--- src/rtl/arbitro_memoria.sv ---
// arbitro_memoria: two-requester arbiter and access sequencer for the shared
// single-port synchronous data memory. Requester 0 is the processor and
// requester 1 is the I/O loader/DMA port. One access is in flight at a time.
// A read waits out the RAM read latency before RData and Ack are returned.
module arbitro_memoria #(
  parameter int RD_LAT    = 1,    // RAM read latency in cycles, 1..3
  parameter bit PRIO_FIXA = 1'b0  // 1: requester 0 always wins a tie
) (
  input  logic        Clock,
  input  logic        Resetn,     // active-high despite the name
  input  logic        Req0,
  input  logic [15:0] Addr0,
  input  logic        Wr0,
  input  logic [15:0] Data0,
  input  logic        Req1,
  input  logic [15:0] Addr1,
  input  logic        Wr1,
  input  logic [15:0] Data1,
  input  logic [15:0] MemDataIn,
  output logic [15:0] MemAddr,
  output logic [15:0] MemDataOut,
  output logic        MemWrEn,
  output logic [15:0] RData,
  output logic        Ack0,
  output logic        Ack1,
  output logic [1:0]  Grant,
  output logic        Busy
);

  typedef enum logic [1:0] {
    OCIOSO  = 2'd0,
    ACESSO  = 2'd1,
    ESPERA  = 2'd2,
    CONCLUI = 2'd3
  } estado_t;

  localparam logic [1:0] LAT_INI = 2'(RD_LAT);

  estado_t    state, state_nxt;
  logic [1:0] cnt, cnt_nxt;
  logic       wr_q;       // access type captured at grant
  logic       ultimo;     // last requester served (1 = requester 1)
  logic       pick1;      // arbitration result: requester 1 wins
  logic       take;       // grant happens at this edge
  logic       grab;       // capture read data at this edge

  // State register and read-latency counter.
  always_ff @(posedge Clock or posedge Resetn) begin
    // NOTE: sequential state uses non-blocking (<=) so every register sees
    // the pre-edge value of every other register, as real flops do.
    if (Resetn) begin
      state <= OCIOSO;
      cnt   <= '0;
    end else begin
      state <= state_nxt;
      cnt   <= cnt_nxt;
    end
  end

  // Arbitration, next-state and datapath strobes.
  always_comb begin
    // NOTE: every output of this block gets a default first, so no path
    // leaves a variable unassigned and no latch can be inferred.
    state_nxt = state;
    cnt_nxt   = cnt;
    take      = 1'b0;
    grab      = 1'b0;
    // A lone request wins outright; on a tie either requester 0 is fixed
    // winner or the one that was not served last goes.
    pick1     = Req1 & (~Req0 | (~PRIO_FIXA & ~ultimo));
    case (state)
      OCIOSO: begin
        if (Req0 | Req1) begin
          take      = 1'b1;
          state_nxt = ACESSO;
        end
      end
      ACESSO: begin
        if (wr_q) begin
          state_nxt = CONCLUI;
        end else begin
          state_nxt = ESPERA;
          cnt_nxt   = LAT_INI;
        end
      end
      ESPERA: begin
        if (cnt == 2'd1) begin
          grab      = 1'b1;
          cnt_nxt   = '0;
          state_nxt = CONCLUI;
        end else begin
          cnt_nxt = cnt - 2'd1;
        end
      end
      CONCLUI: state_nxt = OCIOSO;
      default: state_nxt = OCIOSO;
    endcase
  end

  // Registered memory-side outputs, owner tracking and read-data return.
  always_ff @(posedge Clock or posedge Resetn) begin
    if (Resetn) begin
      MemAddr    <= '0;
      MemDataOut <= '0;
      MemWrEn    <= 1'b0;
      wr_q       <= 1'b0;
      RData      <= '0;
      Grant      <= 2'b00;
      ultimo     <= 1'b1;   // requester 0 wins the first tie
    end else begin
      MemWrEn <= 1'b0;
      if (take) begin
        MemAddr    <= pick1 ? Addr1 : Addr0;
        MemDataOut <= pick1 ? Data1 : Data0;
        wr_q       <= pick1 ? Wr1   : Wr0;
        MemWrEn    <= pick1 ? Wr1   : Wr0;
        Grant      <= pick1 ? 2'b10 : 2'b01;
      end
      if (grab) begin
        RData <= MemDataIn;
      end
      if (state == CONCLUI) begin
        Grant  <= 2'b00;
        ultimo <= Grant[1];
      end
    end
  end

  // Moore completion and busy indications from the registered state.
  always_comb begin
    Busy = (state != OCIOSO);
    Ack0 = (state == CONCLUI) & Grant[0];
    Ack1 = (state == CONCLUI) & Grant[1];
  end

endmodule

--- config.mk ---
export PLATFORM = sky130hd
export DESIGN_NAME = arbitro_memoria
export DESIGN_NICKNAME = d
export VERILOG_FILES = /design/src/rtl/arbitro_memoria.sv
export SDC_FILE = /design/constraint.sdc
export NUM_CORES = 1
export LEC_CHECK = 0
export ABC_AREA = 1
export BUFFER_PORTS_ARGS = -buffer_cell sky130_fd_sc_hd__buf_4
export CORE_ASPECT_RATIO = 1.5
export CORE_UTILIZATION = 33
export DETAILED_ROUTE_END_ITERATION = 10
export SYNTH_ARGS = -nofsm -noshare
export SYNTH_HDL_FRONTEND = slang
export SYNTH_SLANG_ARGS = --single-unit
--- constraint.sdc ---
create_clock -name Clock -period 1.6 [get_ports Clock]
set_input_delay 0.32 -clock Clock [delete_from_list [all_inputs] [get_ports Clock]]
set_output_delay 0.32 -clock Clock [all_outputs]
set_load 0.005 [all_outputs]
# After elaboration in Yosys (flattened, before gate mapping)
# Index checks and enable logic that the tools add are counted.
word_totals:
  ff_bits: 57
  inputBits: 86
  out_inout_bits: 54
classes:
  n_addsub: 1
  n_eq_ne: 7
  muxes: 18
  n_bitwise: 7
  n_reduce_logical: 6
op_table:
  columns: ["op", "count"]
  rows:
  - ["2-to-1 mux 16 bit", 2]
  - ["2-to-1 mux 2 bit", 7]
  - ["case mux 2 bit (4 select lines)", 1]
  - ["2-to-1 mux 1 bit", 7]
  - ["inequality test 2 bit, second input constant", 3]
  - ["nonzero test 2 bit", 3]
  - ["equality test 2 x 1 -> 1 bit, second input constant", 2]
  - ["equality test 2 bit, second input constant", 2]
  - ["case mux 2 bit (2 select lines)", 1]
  - ["AND reduction 2 bit", 2]
  - ["AND 1 bit", 3]
  - ["zero test 2 bit", 1]
  - ["NOT 1 bit", 2]
  - ["OR 1 bit", 2]
  - ["subtractor 2 x 1 -> 2 bit, second input constant", 1]

# Depth between registers and ports, before layout
# Gate-level depths: netlist (run 1).
depth:
  depth_word: 6
  depth_mapped: 9

# Least setup slack after synthesis (run 1)
# No wires, ideal clock.
synth_timing:
  path_type: "register to register"
  startpoint: "reg state[0]"
  endpoint: "reg MemAddr[0]"
  setup_time_ps: 65
  t_arrival_ps: 1282
  required_ps: 1535
  setup_slack_ps: 253
  path_stages_with_launch: 8
  n_path_buf: 1
  synth_period_minus_slack_ps: 1347
  path_cell_list: "dfrtp_1 -> inv_1 -> ha_1 -> inv_2 -> nor2_4 -> buf_4 -> nand3_1 -> nand2_1"
synth_via:
  elab_chain_cells: 2
synth_lines:
  columns: ["item", "line", "rtl"]
  rows:
  - ["from (decl)", "39", "estado_t state, state_nxt;"]
  - ["from (signal assigned)", "55", "state <= state_nxt;"]
  - ["zero test 2 bit", "71", "case (state)"]
  - ["2-to-1 mux 1 bit", "71", null]
  - ["to (signal assigned)", "113", "MemAddr <= pick1 ? Addr1 : Addr0;"]
  - ["to (decl)", "20", "output logic [15:0] MemAddr,"]
# No other way between the ends.
# A chain may end at the register's enable or synchronous reset.

# Worst setup path in the final report (run 1)
layout_timing:
  startpoint: "reg state[0]"
  endpoint: "out Ack1"
layout_via:
  elab_chain_cells: 2
layout_lines:
  columns: ["item", "line", "rtl"]
  rows:
  - ["equality test 2 bit", "133", "Ack1 = (state == CONCLUI) & Grant[1];"]
  - ["AND 1 bit", "133", null]
  - ["to (decl)", "25", "output logic Ack1,"]
# No other way between the ends.

==> impl_results.rst, run 1 <==
.. list-table::
   :header-rows: 1

   * - Metric
     - Value
   * - Outcome
     - complete, no violations
   * - Starting utilization of the core area
     - 33.9%
   * - H-tree lvl count
     - 3
   * - Number of clock sinks seen by CTS
     - 57
   * - Row Count
     - 42
   * - Most frequent cells in the layout
     - nand2_1 (148), buf_4 (146), nand3_1 (87)
   * - Library cell used as clock root buffer
     - clkbuf_16
   * - Path type of the worst min-delay path
     - input pin to asynchronous set/reset pin
   * - Clock Tree Buf Depth
     - 2
   * - Clock latency on the worst-skew pair
     - 0.31 ns
   * - Number of detailed-route iterations in the first pass
     - 4
   * - Count of yosys warnings during synthesis
     - 0
   * - Setup violations, final
     - 0
   * - Pwr dens
     - 1760 nW/um2
   * - Num ports
     - 140
   * - Fin crit share
     - 96.4%
   * - Sequential area share after synthesis
     - 47.7%
   * - Total routing resource utilization after global routing
     - 17.7%
   * - Relative contribution of combinational cells to total power
     - 43.2%
   * - Slew at the pin with the worst max-slew slack
     - 0.521 ns
   * - Multiplexer area fraction after synthesis
     - 0%
   * - Share of the synthesized area in the top cell type
     - 46.8%
   * - Dominant combinational cell family by area after synthesis
     - simple AND/OR/NAND/NOR gates
   * - Highest Clock Rate
     - 0.648 GHz
   * - Nets in the synthesized netlist
     - 505
   * - Final-report max-slew violation count
     - 0
   * - Worst hold slack
     - 0.0561 ns
   * - Core Area
     - 8830 um2
   * - Hold-fix buffers, CTS
     - 0
   * - Uppermost signal routing layer after detailed routing
     - met4
   * - Required time at the worst-slack endpoint
     - 1.28 ns
   * - Initial drt markers
     - 118
   * - Startpoint class of the critical path
     - flip-flop
   * - Classification of the worst setup path
     - flip-flop to primary output
   * - Leading area contributor after synthesis
     - dfrtp_1
   * - DIE WIDTH
     - 79.8 um
   * - Setup repair after global routing missed its margin
     - true
   * - Peak supply drop
     - 756 uV
   * - M1 WL
     - 3190 um
   * - Beginning of the critical path
     - state[0]
   * - Post-detailed-route via-to-cell ratio
     - 4.49
   * - Synthesis-to-layout area growth
     - 50.6%
   * - Post-CTS setup repair buffer count
     - 0
   * - Power share of the sequential group
     - 33.3%
   * - Number of placed instances with taps included
     - 652
   * - Leak pwr
     - 2.68 nW
   * - Max cap viols
     - 0
   * - Worst-case headroom to the max-slew limit
     - 65.2%
   * - Cell area after synthesis
     - 3000 um2
   * - Total length of routed met3 wires
     - 535 um
   * - Switching share of power
     - 35.0%
   * - Number of buffers created by CTS
     - 9
   * - Post-route cell area
     - 4510 um2
   * - Vias in the first global route
     - 2958
   * - HPWL after detailed placement
     - 5900 um
   * - Register-to-register setup slack
     - 0.19 ns
   * - Internal power
     - 5.16 mW
   * - Post-synth cell types
     - 19
   * - Clock transition at the register clock pins on the worst setup and hold paths after CTS
     - 0.05 ns
   * - Full die area
     - 9470 um2
   * - Gpl congestion
     - 0.833
   * - Maximum net fanout on the critical path
     - 5
   * - Number of standard cells in the layout, taps in and fillers out
     - 668
   * - Share of cells above drive strength 1
     - 31.9%
   * - Fraction of the mapped netlist area in compound gates
     - 0.961%
   * - Number of design rule violations left after detail routing
     - 0
   * - Antenna diode count
     - 0
   * - Final routed wirelength across all metal layers
     - 7840 um
   * - Cell types occupying the most area after synthesis
     - dfrtp_1 (47%), nand2_1 (19%), nand3_1 (15%)
   * - CTS tree
     - built
   * - Gate Count Post-Synth
     - 413
   * - Endpoint type of the worst setup path
     - primary output
   * - Minimum clock period after layout
     - 1.54 ns
   * - Area after detailed placement
     - 4190 um2
   * - Antenna Violating Nets Remaining
     - 0
   * - Number of port buffers
     - 139
   * - Post-layout net count
     - 645
   * - Critical path data arrival time
     - 1.22 ns
   * - Antenna violations before repair
     - 0
   * - Most frequent standard cell in the layout excluding fill and tap cells
     - nand2_1
   * - Register bit count reported by yosys
     - 57
   * - Adder-cell share of the synthesized area
     - 2.51%
   * - Height of the die
     - 119 um
   * - Final routed wire length divided by cell count
     - 11.7 um
   * - NetSw
     - 2.78 mW
   * - Share of synthesized cell area in and, or, nand and nor gates
     - 35.0%
   * - Clock skew
     - 0.00464 ns
   * - Routed wire length on met2
     - 4070 um
   * - Count of final hold-check violations
     - 0
   * - Maximum number of pins on one net before global-route repair
     - 35
   * - Routed vias
     - 3001
   * - Number of fill cells in the layout
     - 898
   * - Xor/xnor cell area share of the yosys netlist
     - 0%
   * - Clk pwr share
     - 23.5%
   * - First-pass GRT wire length
     - 13100 um
   * - Total gr overflow
     - 0
   * - Critical R2R Launch
     - state[0]
   * - Avg Synthesized Cell Area
     - 7.25 um2
   * - Tot Pwr
     - 7.94 mW
==> power by group through the flow <==
stage	Clock (mW)	Sequential, mW	Combinational (mW)
after floorplan	0	2.63	1.77
after global placement	0	2.65	3.35
after detailed placement	0	2.65	3.44
after CTS	1.92	2.65	3.49
after global routing	1.97	2.72	3.90
final	1.87	2.64	3.43
==> layer usage <==
layer / up-vias / track usage, %
li1: 1527 / -
met1: 1371 / 19.7
met2: 99 / 32.3
met3: 4 / 4.40
met4: 0 / 5.36
met5: - / 0
==> worst max-delay path, cell delays in order (launching register included) <==
cell and delay, ns:
dfrtp_2 0.43, ha_2 0.22, nand2_1 0.08, inv_1 0.05
buf_4 0.13
==> cell type report <==
| type | instances | area [um2] | area share (%) |
|---|---|---|---|
| Tap cell | 110 | 138 | 3.05 |
| Inverter | 78 | 297 | 6.57 |
| Sequential cell | 57 | 1430 | 31.7 |
| Multi-Input combinational cell | 257 | 1170 | 26.0 |
| Timing Repair Buffer | 150 | 1180 | 26.1 |
| Clock buffer | 13 | 260 | 5.77 |
| Clock inverter | 3 | 40.0 | 0.888 |
==> Yosys cell counts (all sizes together) <==
cell type / n
nand2: 151
nand3: 87
inv: 78
dfrtp: 56
buf: 18
nor2: 7
ha: 6
o21ai: 4
clkbuf: 3
a21oi: 1
dfstp: 1
nand4: 1
==> sequential cells by signal (all words and copies together) (netlist names) <==
register    cells
MemAddr        16
state           2
Grant           2
RData          16
ultimo          1
MemDataOut     16
cnt             2
MemWrEn         1
wr_q            1
==> path summary, 6_finish.rpt <==
check,endpoint,cells after the start
setup reg to reg,MemAddr[4],7
max in group asynchronous,MemDataOut[4],3
hold / removal,MemDataOut[7],2
setup / recovery,Ack1,4
hold reg to reg,RData[15],2
min in group Clock,RData[8],3
==> metrics by stage <==
step,setup WS [ns],utilization (%),TNS (ns)
after floorplan,0.253,-,0
after global placement,0.125,47.5,0
after detailed placement,0.0427,47.5,0
after CTS,0.0254,51.0,0
after global routing,-0.0296,51.1,-0.0468
final,0.0576,51.1,0
==> kinds of logic after synthesis <==
logic type / count (synthesis)
adder cells (fa/ha/maj): 6
flip-flops: 57
buffers and inverters: 99
AO/OA/AOI/OAI: 5
AND/OR/NAND/NOR: 246
==> what timing repair did <==
item                                    CTS  global route
gates cloned                              0             0
gates resized for setup                   5             2
endpoints found under the setup margin    2            15
No activity file was read; power rests on OpenSTA's default activity.
==> run 2, diff against run 1 <==
--- a/config.mk
+++ b/config.mk
@@ -5,7 +5,7 @@
 export SDC_FILE = /design/constraint.sdc
 export NUM_CORES = 1
 export LEC_CHECK = 0
-export ABC_AREA = 1
+export ABC_AREA = 0
 export BUFFER_PORTS_ARGS = -buffer_cell sky130_fd_sc_hd__buf_4
 export CORE_ASPECT_RATIO = 1.5
 export CORE_UTILIZATION = 33
==> run 2 against run 1 <==
  * Sequential share of layout area grew 2.5 points
  * Utilization rose by 3.1 points
  * Die area shrank 11%
  * Worst setup slack lost 0.031 ns
  * Maximum frequency shrank 2.0%
  * Highest routed layer unchanged
  * Non-clock buffer count is 1 higher
  * Register-to-register slack lost 0.05 ns
  * First-iteration DRC count is 0.85% higher
==> impl_results.rst, run 2 <==
.. list-table::
   :header-rows: 1

   * - Metric
     - Value
   * - Setup violations, final
     - 0 (unchanged)
   * - Antenna Violating Nets Remaining
     - 0 (unchanged)
   * - Number of clock sinks seen by CTS
     - 57 (unchanged)
   * - H-tree lvl count
     - 3 (unchanged)
   * - Number of detailed-route iterations in the first pass
     - 4 (unchanged)
   * - Footprint of the multi-input gates
     - 1100 um2 (-5.7%)
   * - Setup repair after global routing missed its margin
     - true
   * - Gate Count Post-Synth
     - 259 (-37%)
   * - Row Count
     - 39 (-7.1%)
   * - Share of cells above drive strength 1
     - 51.2% (+19 points)
   * - Worst Slack Setup Final
     - 0.0266 ns (-0.0310 ns)
   * - DP Worst Slack
     - 0.0400 ns (-0.00266 ns)
   * - Antenna violations before repair
     - 0 (unchanged)
   * - Nets in the synthesized netlist
     - 351 (-30%)
   * - Total gr overflow
     - 0 (unchanged)
   * - Classification of the worst setup path
     - flip-flop to primary output
   * - Leak pwr
     - 2.01 nW (-25%)
   * - Relative contribution of combinational cells to total power
     - 43.9% (+0.7 points)
   * - First-pass GRT wire length
     - 11200 um (-14%)
   * - Antenna diode count
     - 0 (unchanged)
   * - Number of port buffers
     - 139 (unchanged)
   * - Required time at the worst-slack endpoint
     - 1.28 ns (about the same)
   * - DIE WIDTH
     - 75.3 um (-5.6%)
   * - Registers with the most flip-flops
     - MemAddr: 16 flops, MemDataOut: 16 flops, RData: 16 flops
   * - Library cell used as clock root buffer
     - clkbuf_16
   * - Num ports
     - 140 (unchanged)
   * - Cell types occupying the most area after synthesis
     - dfrtp_1 (53%), a21oi_1 (11%), mux2_2 (7.6%)
   * - Slew at the pin with the worst max-slew slack
     - 0.323 ns (-0.198 ns)
   * - Share of synthesized registers carrying an async set or reset
     - 100% (unchanged)
   * - Most frequent cells in the layout
     - buf_4 (144), dfrtp_1 (55), a21oi_1 (55)
   * - Post-layout net count
     - 497 (-23%)
   * - Final routed wire length divided by cell count
     - 14.5 um (+24%)
   * - Starting utilization of the core area
     - 34.5% (+0.61 points)
   * - Clock Tree Buf Depth
     - 2 (unchanged)
   * - Clock transition at the register clock pins on the worst setup and hold paths after CTS
     - 0.05 ns (about the same)
   * - Count of final hold-check violations
     - 0 (unchanged)
   * - Final routed wirelength across all metal layers
     - 7430 um (-5.3%)
   * - Vias in the first global route
     - 2274 (-23%)
   * - Internal power
     - 5.38 mW (+4.3%)
   * - Worst hold slack
     - 0.0651 ns (+0.00899 ns)
   * - Sequential area share after synthesis
     - 53.6% (+6.0 points)
   * - Routed vias
     - 2401 (-20%)
   * - Total routing resource utilization after global routing
     - 17.8% (+0.11 points)
   * - Share of the synthesized area in the top cell type
     - 52.6% (+5.8 points)
   * - Full die area
     - 8440 um2 (-11%)
   * - Initial drt markers
     - 119 (+0.85%)
   * - Fin crit share
     - 98.3% (+1.9 points)
   * - Cell types with the highest counts after synthesis
     - a21oi_1 (56), dfrtp_1 (56), nor2_1 (39), nand2_1 (33), mux2_2 (18)
   * - Count of yosys warnings during synthesis
     - 0 (unchanged)
   * - Highest Clock Rate
     - 0.636 GHz (-2.0%)
   * - Number of buffers created by CTS
     - 9 (unchanged)
   * - Number of flops mapped to enable cells by yosys
     - 0 (unchanged)
   * - Pwr dens
     - 1900 nW/um2 (+7.7%)
   * - Startpoint class of the critical path
     - flip-flop
   * - Synthesis-to-layout area growth
     - 57.0%
   * - Clock latency on the worst-skew pair
     - 0.32 ns (about the same)
   * - Cell area after synthesis
     - 2660 um2 (-11%)
   * - Maximum net fanout on the critical path
     - 4 (-1)
   * - Critical path data arrival time
     - 1.25 ns (+0.03 ns)
   * - Power share of the sequential group
     - 32.5% (-0.8 points)
   * - Switching share of power
     - 32.1% (-2.9 points)
   * - Height of the die
     - 112 um (-5.6%)
   * - Clk pwr share
     - 23.6% (about the same)
   * - Endpoint type of the worst setup path
     - primary output
   * - Core Area
     - 7710 um2 (-13%)
   * - Worst-case headroom to the max-slew limit
     - 78.5% (+13 points)
   * - Maximum number of pins on one net before global-route repair
     - 58 (+66%)
   * - Path type of the worst min-delay path
     - input pin to asynchronous set/reset pin
   * - Number of design rule violations left after detail routing
     - 0 (unchanged)
   * - Peak supply drop
     - 1120 uV (+49%)
   * - Combined flip-flop and latch cell area
     - 1430 um2 (unchanged)
   * - Leading area contributor after synthesis
     - dfrtp_1
   * - Critical R2R Launch
     - state[0]
   * - Minimum clock period after layout
     - 1.57 ns (+0.0310 ns)
   * - CTS tree
     - built
   * - Clock skew
     - 0.00654 ns (+0.00189 ns)
   * - Post-detailed-route via-to-cell ratio
     - 4.69 (+4.4%)
   * - Max cap viols
     - 0 (unchanged)
   * - Post-synth cell types
     - 27 (+8)
   * - Avg Synthesized Cell Area
     - 10.3 um2 (+42%)
   * - Gpl congestion
     - 0.751 (-9.8%)
   * - Flip-flop cell with the highest count after synthesis
     - dfrtp_1
   * - Beginning of the critical path
     - state[0]
   * - Register bit count reported by yosys
     - 57 (unchanged)
   * - Outcome
     - complete, no violations
   * - Final-report max-slew violation count
     - 0 (unchanged)
   * - Number of fill cells in the layout
     - 742 (-17%)
   * - Tot Pwr
     - 7.92 mW (-0.20%)
   * - NetSw
     - 2.54 mW (-8.5%)
   * - Most frequent standard cell in the layout excluding fill and tap cells
     - buf_4
   * - HPWL after detailed placement
     - 5250 um (-11%)
run 2: changes by cell type after synthesis, moves of 9 or more:
cell     delta
nand2_1   -116
a21oi_1    +55
nor2_1     +34
nand3_1    -87
a21oi_2    +10
buf_6       +9
inv_1      -71
mux2_2     +18
run 2: area by class of cell:
class / count / share of cell area, %
clock buffers: 10 / 5.72
clock inverters: 6 / 1.38
inverters: 6 / 0.629
multi-input cells: 180 / 26.4
flip-flops and latches: 57 / 34.2
well taps: 102 / 3.05
repair buffers: 151 / 28.6
run 2: through the flow:
| stage | instances | instance area (um2) | utilization (%) | TNS (ns) |
|---|---|---|---|---|
| global route | 512 | 4180 | 54.2 | -0.0121 |
| global placement | 491 | 3790 | 49.2 | 0 |
| finish | 512 | 4180 | 54.2 | 0 |
| floorplan | 259 | 2670 | - | 0 |
| CTS | 508 | 4130 | 53.5 | -0.00224 |
| detailed placement | 491 | 3790 | 49.2 | 0 |
run 2: worst paths after layout:
| path | to | slack (ns) | cells after the start |
|---|---|---|---|
| min in group Clock | RData[1] | 0.23 | 2 |
| worst max register to register | state[1] | 0.14 | 5 |
| worst min-delay path | MemDataOut[3] | 0.07 | 3 |
| worst max-delay path | Ack0 | 0.03 | 4 |
| max in group asynchronous | ultimo | 1.21 | 3 |
| worst min register to register | cnt[1] | 0.49 | 1 |
run 2: critical path, cell delays in order, from the launching register on:
cell,delay (ns)
dfrtp_1,0.39
buf_6,0.13
ha_4,0.16
and2_4,0.15
buf_6,0.10
run 2: per-layer routing:
layer  wire, um  share of wire (%)  GRT usage, %  vias to the layer above
met5          0                  0             0                        -
met4        175                2.4          7.53                        0
met3        376                5.1          2.51                       13
met2       4140                 56          31.4                       89
met1       2730                 37          20.9                     1131
li1           -                  -             -                     1168
run 2: logic make-up after synthesis:
| group | synth area share (%) |
|---|---|
| buffers and inverters | 6.44 |
| muxes | 7.99 |
| and+or+nand+nor | 11.4 |
| DFF | 53.6 |
| AOI/OAI and AO/OA | 17.8 |
| adders and majority gates | 2.82 |
run 2: power by group through the flow:
stage          clock network, mW  registers (mW)  logic (mW)
2_1_floorplan                  0            2.61        1.72
3_3_place_gp                   0            2.56        3.25
3_5_place_dp                   0            2.58        3.33
4_1_cts                     1.92            2.57        3.41
5_1_grt                     2.00            2.66        3.84
6_report                    1.87            2.57        3.48
run 2: what timing repair did:
action	CTS	global route
setup buffers	1	4
gates resized for setup	7	8
hold endpoints to repair	0	0
pin swaps	0	0
endpoints found under the setup margin	3	20
hold buffers	0	0
==> run 3, diff against run 2 <==
--- a/config.mk
+++ b/config.mk
@@ -8,8 +8,9 @@
 export ABC_AREA = 0
 export BUFFER_PORTS_ARGS = -buffer_cell sky130_fd_sc_hd__buf_4
 export CORE_ASPECT_RATIO = 1.5
-export CORE_UTILIZATION = 33
+export CORE_UTILIZATION = 41
 export DETAILED_ROUTE_END_ITERATION = 10
+export PLACE_DENSITY = 0.77
 export SYNTH_ARGS = -nofsm -noshare
 export SYNTH_HDL_FRONTEND = slang
 export SYNTH_SLANG_ARGS = --single-unit
==> run 3 against run 2 <==
  * Sequential share of layout area up 0.83 points
  * Count of clock-buffer cells in the layout rose by 1
  * Via count is 2.2% higher
  * Clock power fell by 40%
  * Cell count down 4.9%
  * Highest routed layer unchanged
  * Clock skew increased by 0.0025 ns
  * Sequential cell count unchanged
  * Critical path type unchanged
  * Critical path depth is the same
  * Routed wire length barely moved
  * Utilization rose by 11 points
==> impl_results.rst, run 3 (synthesis gave the netlist of run 2 again) <==
.. list-table::
   :header-rows: 1

   * - Metric
     - Value
   * - Outcome
     - complete, no violations
   * - Initial drt markers
     - 86 (-28%)
   * - Library cell used as clock root buffer
     - clkbuf_8
   * - Leak pwr
     - 1.98 nW (-1.3%)
   * - Most frequent standard cell in the layout excluding fill and tap cells
     - buf_4
   * - Minimum clock period after layout
     - 1.59 ns (+0.0164 ns)
   * - Startpoint class of the critical path
     - flip-flop
   * - Maximum number of pins on one net before global-route repair
     - 35 (-40%)
   * - Setup repair after global routing missed its margin
     - true
   * - Cell count of the worst reg-to-reg path
     - 5 (unchanged)
   * - Crit path largest cell delay
     - 0.40 ns (about the same)
   * - Highest Clock Rate
     - 0.629 GHz (-1.0%)
   * - First-pass GRT wire length
     - 10900 um (-2.6%)
   * - Clock latency on the worst-skew pair
     - 0.33 ns (about the same)
   * - Post-detailed-route via-to-cell ratio
     - 5.04 (+7.4%)
   * - Setup violations, final
     - 0 (unchanged)
   * - Number of clock sinks seen by CTS
     - 57 (unchanged)
   * - Origin of the worst min-delay path
     - MemDataIn[5]
   * - Antenna violations before repair
     - 0 (unchanged)
   * - Clock skew
     - 0.00906 ns (+0.00252 ns)
   * - Number of detailed-route iterations in the first pass
     - 4 (unchanged)
   * - Core Area
     - 6220 um2 (-19%)
   * - Post-route cell area
     - 4080 um2 (-2.4%)
   * - Share of cells above drive strength 1
     - 51.1% (-0.13 points)
   * - Number of design rule violations left after detail routing
     - 0 (unchanged)
   * - Slew at the pin with the worst max-slew slack
     - 0.345 ns (+0.0223 ns)
   * - Worst hold endpoint
     - RData[5]
   * - Count of final hold-check violations
     - 0 (unchanged)
   * - Antenna diode count
     - 0 (unchanged)
   * - Post-layout net count
     - 501 (+0.80%)
   * - Most frequent cells in the layout
     - buf_4 (144), dfrtp_1 (55), a21oi_1 (55)
   * - Number of buffers created by CTS
     - 9 (unchanged)
   * - Synthesis-to-layout area growth
     - 53.2%
   * - Number of placed instances with taps included
     - 466 (-5.1%)
   * - Register-to-register setup slack
     - 0.09 ns (-0.05 ns)
   * - Buffer and inverter count on the worst path
     - 2 (unchanged)
   * - Total gr overflow
     - 0 (unchanged)
   * - Antenna Violating Nets Remaining
     - 0 (unchanged)
   * - Clock transition at the register clock pins on the worst setup and hold paths after CTS
     - 0.07 ns (+0.02 ns)
   * - Cells on Worst Hold Path
     - 2
   * - CTS tree
     - built
   * - HPWL after detailed placement
     - 5390 um (+2.8%)
   * - Critical path, cell by cell
     - buf_6 > ha_4 > and2_4 > buf_6
   * - Final routed wirelength across all metal layers
     - 7430 um (about the same)
   * - Routed vias
     - 2453 (+2.2%)
   * - Fin crit share
     - 99.4% (+1.0 points)
   * - Num ports
     - 140 (unchanged)
   * - Classification of the worst setup path
     - flip-flop to primary output
   * - Pwr dens
     - 1790 nW/um2 (-5.6%)
   * - Worst reg2reg path endpoint
     - state[1]
   * - Delay-heaviest family, CP
     - flip-flops
   * - Worst-case headroom to the max-slew limit
     - 76.9% (-1.5 points)
   * - Max cap viols
     - 0 (unchanged)
   * - Maximum net fanout on the critical path
     - 4 (unchanged)
   * - Critical path data arrival time
     - 1.27 ns (+0.02 ns)
   * - Full die area
     - 6830 um2 (-19%)
   * - Area after detailed placement
     - 3790 um2 (unchanged)
   * - Starting utilization of the core area
     - 42.8% (+8.3 points)
   * - Number of port buffers
     - 139 (unchanged)
   * - Peak supply drop
     - 981 uV (-13%)
   * - Gpl congestion
     - 0.795 (+5.9%)
   * - Required time at the worst-slack endpoint
     - 1.28 ns (about the same)
   * - Layout Utilization
     - 65.6% (+11 points)
   * - Critical R2R Launch
     - state[0]
   * - Registers with the most flip-flops
     - MemAddr: 16 flops, MemDataOut: 16 flops, RData: 16 flops
   * - Cell repeated most along the worst path
     - buf_6
   * - Total routing resource utilization after global routing
     - 21.7% (+3.9 points)
   * - Path type of the worst min-delay path
     - input pin to flip-flop
   * - Height of the die
     - 101 um (-10%)
   * - Row Count
     - 35 (-10%)
   * - H-tree lvl count
     - 3 (unchanged)
   * - Vias in the first global route
     - 2412 (+6.1%)
   * - Final routed wire length divided by cell count
     - 15.3 um (+5.2%)
   * - Clock Tree Buf Depth
     - 2 (unchanged)
   * - Final-report max-slew violation count
     - 0 (unchanged)
   * - DIE WIDTH
     - 67.8 um (-10%)
   * - Number of standard cells in the layout, taps in and fillers out
     - 487 (-4.9%)
   * - Slowest-stage cell, CP
     - dfrtp_1
   * - Endpoint type of the worst setup path
     - primary output
==> run 3: what timing repair did <==
action | CTS | global route
buffers inserted | 4 | 1
setup endpoints to repair | 3 | 19
pin swaps | 2 | 0
resized for setup | 11 | 6
cloned | 0 | 1
hold endpoints to repair | 13 | 0
hold buffers | 1 | 0
==> run 3: metrics by stage <==
step | setup TNS, ns | hold WS, ns | total power, mW | worst slack [ns]
global route | -0.0317 | 0.215 | 7.85 | -0.0280
floorplan | 0 | 0.406 | 4.33 | 0.0850
detailed placement | 0 | 0.324 | 5.94 | 0.0693
CTS | -0.00578 | 0.206 | 7.22 | -0.00578
global placement | 0 | 0.322 | 5.78 | 0.146
finish | 0 | 0.217 | 7.30 | 0.0102
==> run 3: worst max-delay path by stage <==
stage,start,end,depth (start not counted)
2_1_floorplan,state[0],RData[0],5
3_3_place_gp,state[0],RData[5],4
3_5_place_dp,state[1],MemAddr[3],6
4_1_cts,state[0],Ack1,4
5_1_grt,state[0],Ack1,4
6_report,state[0],Ack1,4
==> run 3: metal layers <==
layer	share of wire (%)	global-route usage (%)
met1	35	23.6
met2	57	40.0
met3	4.6	1.47
met4	2.7	12.0
met5	0	0
==> run 3: final cells by class <==
type	instances	area, um2
Clock buffer	11	141
Clock inverter	4	20.0
Fill cell	504	2140
Inverter	6	26.3
Multi-Input combinational cell	180	1110
Sequential cell	57	1430
Tap cell	74	92.6
Timing Repair Buffer	155	1260
==> run 3: report_power, final <==
part / switching (mW) / internal [mW] / total, mW / leakage (nW)
clock: 0.539 / 0.584 / 1.12 / 0.0887
sequential: 0.412 / 2.17 / 2.59 / 0.650
combinational: 1.55 / 2.04 / 3.59 / 1.24
total: 2.51 / 4.79 / 7.30 / 1.98
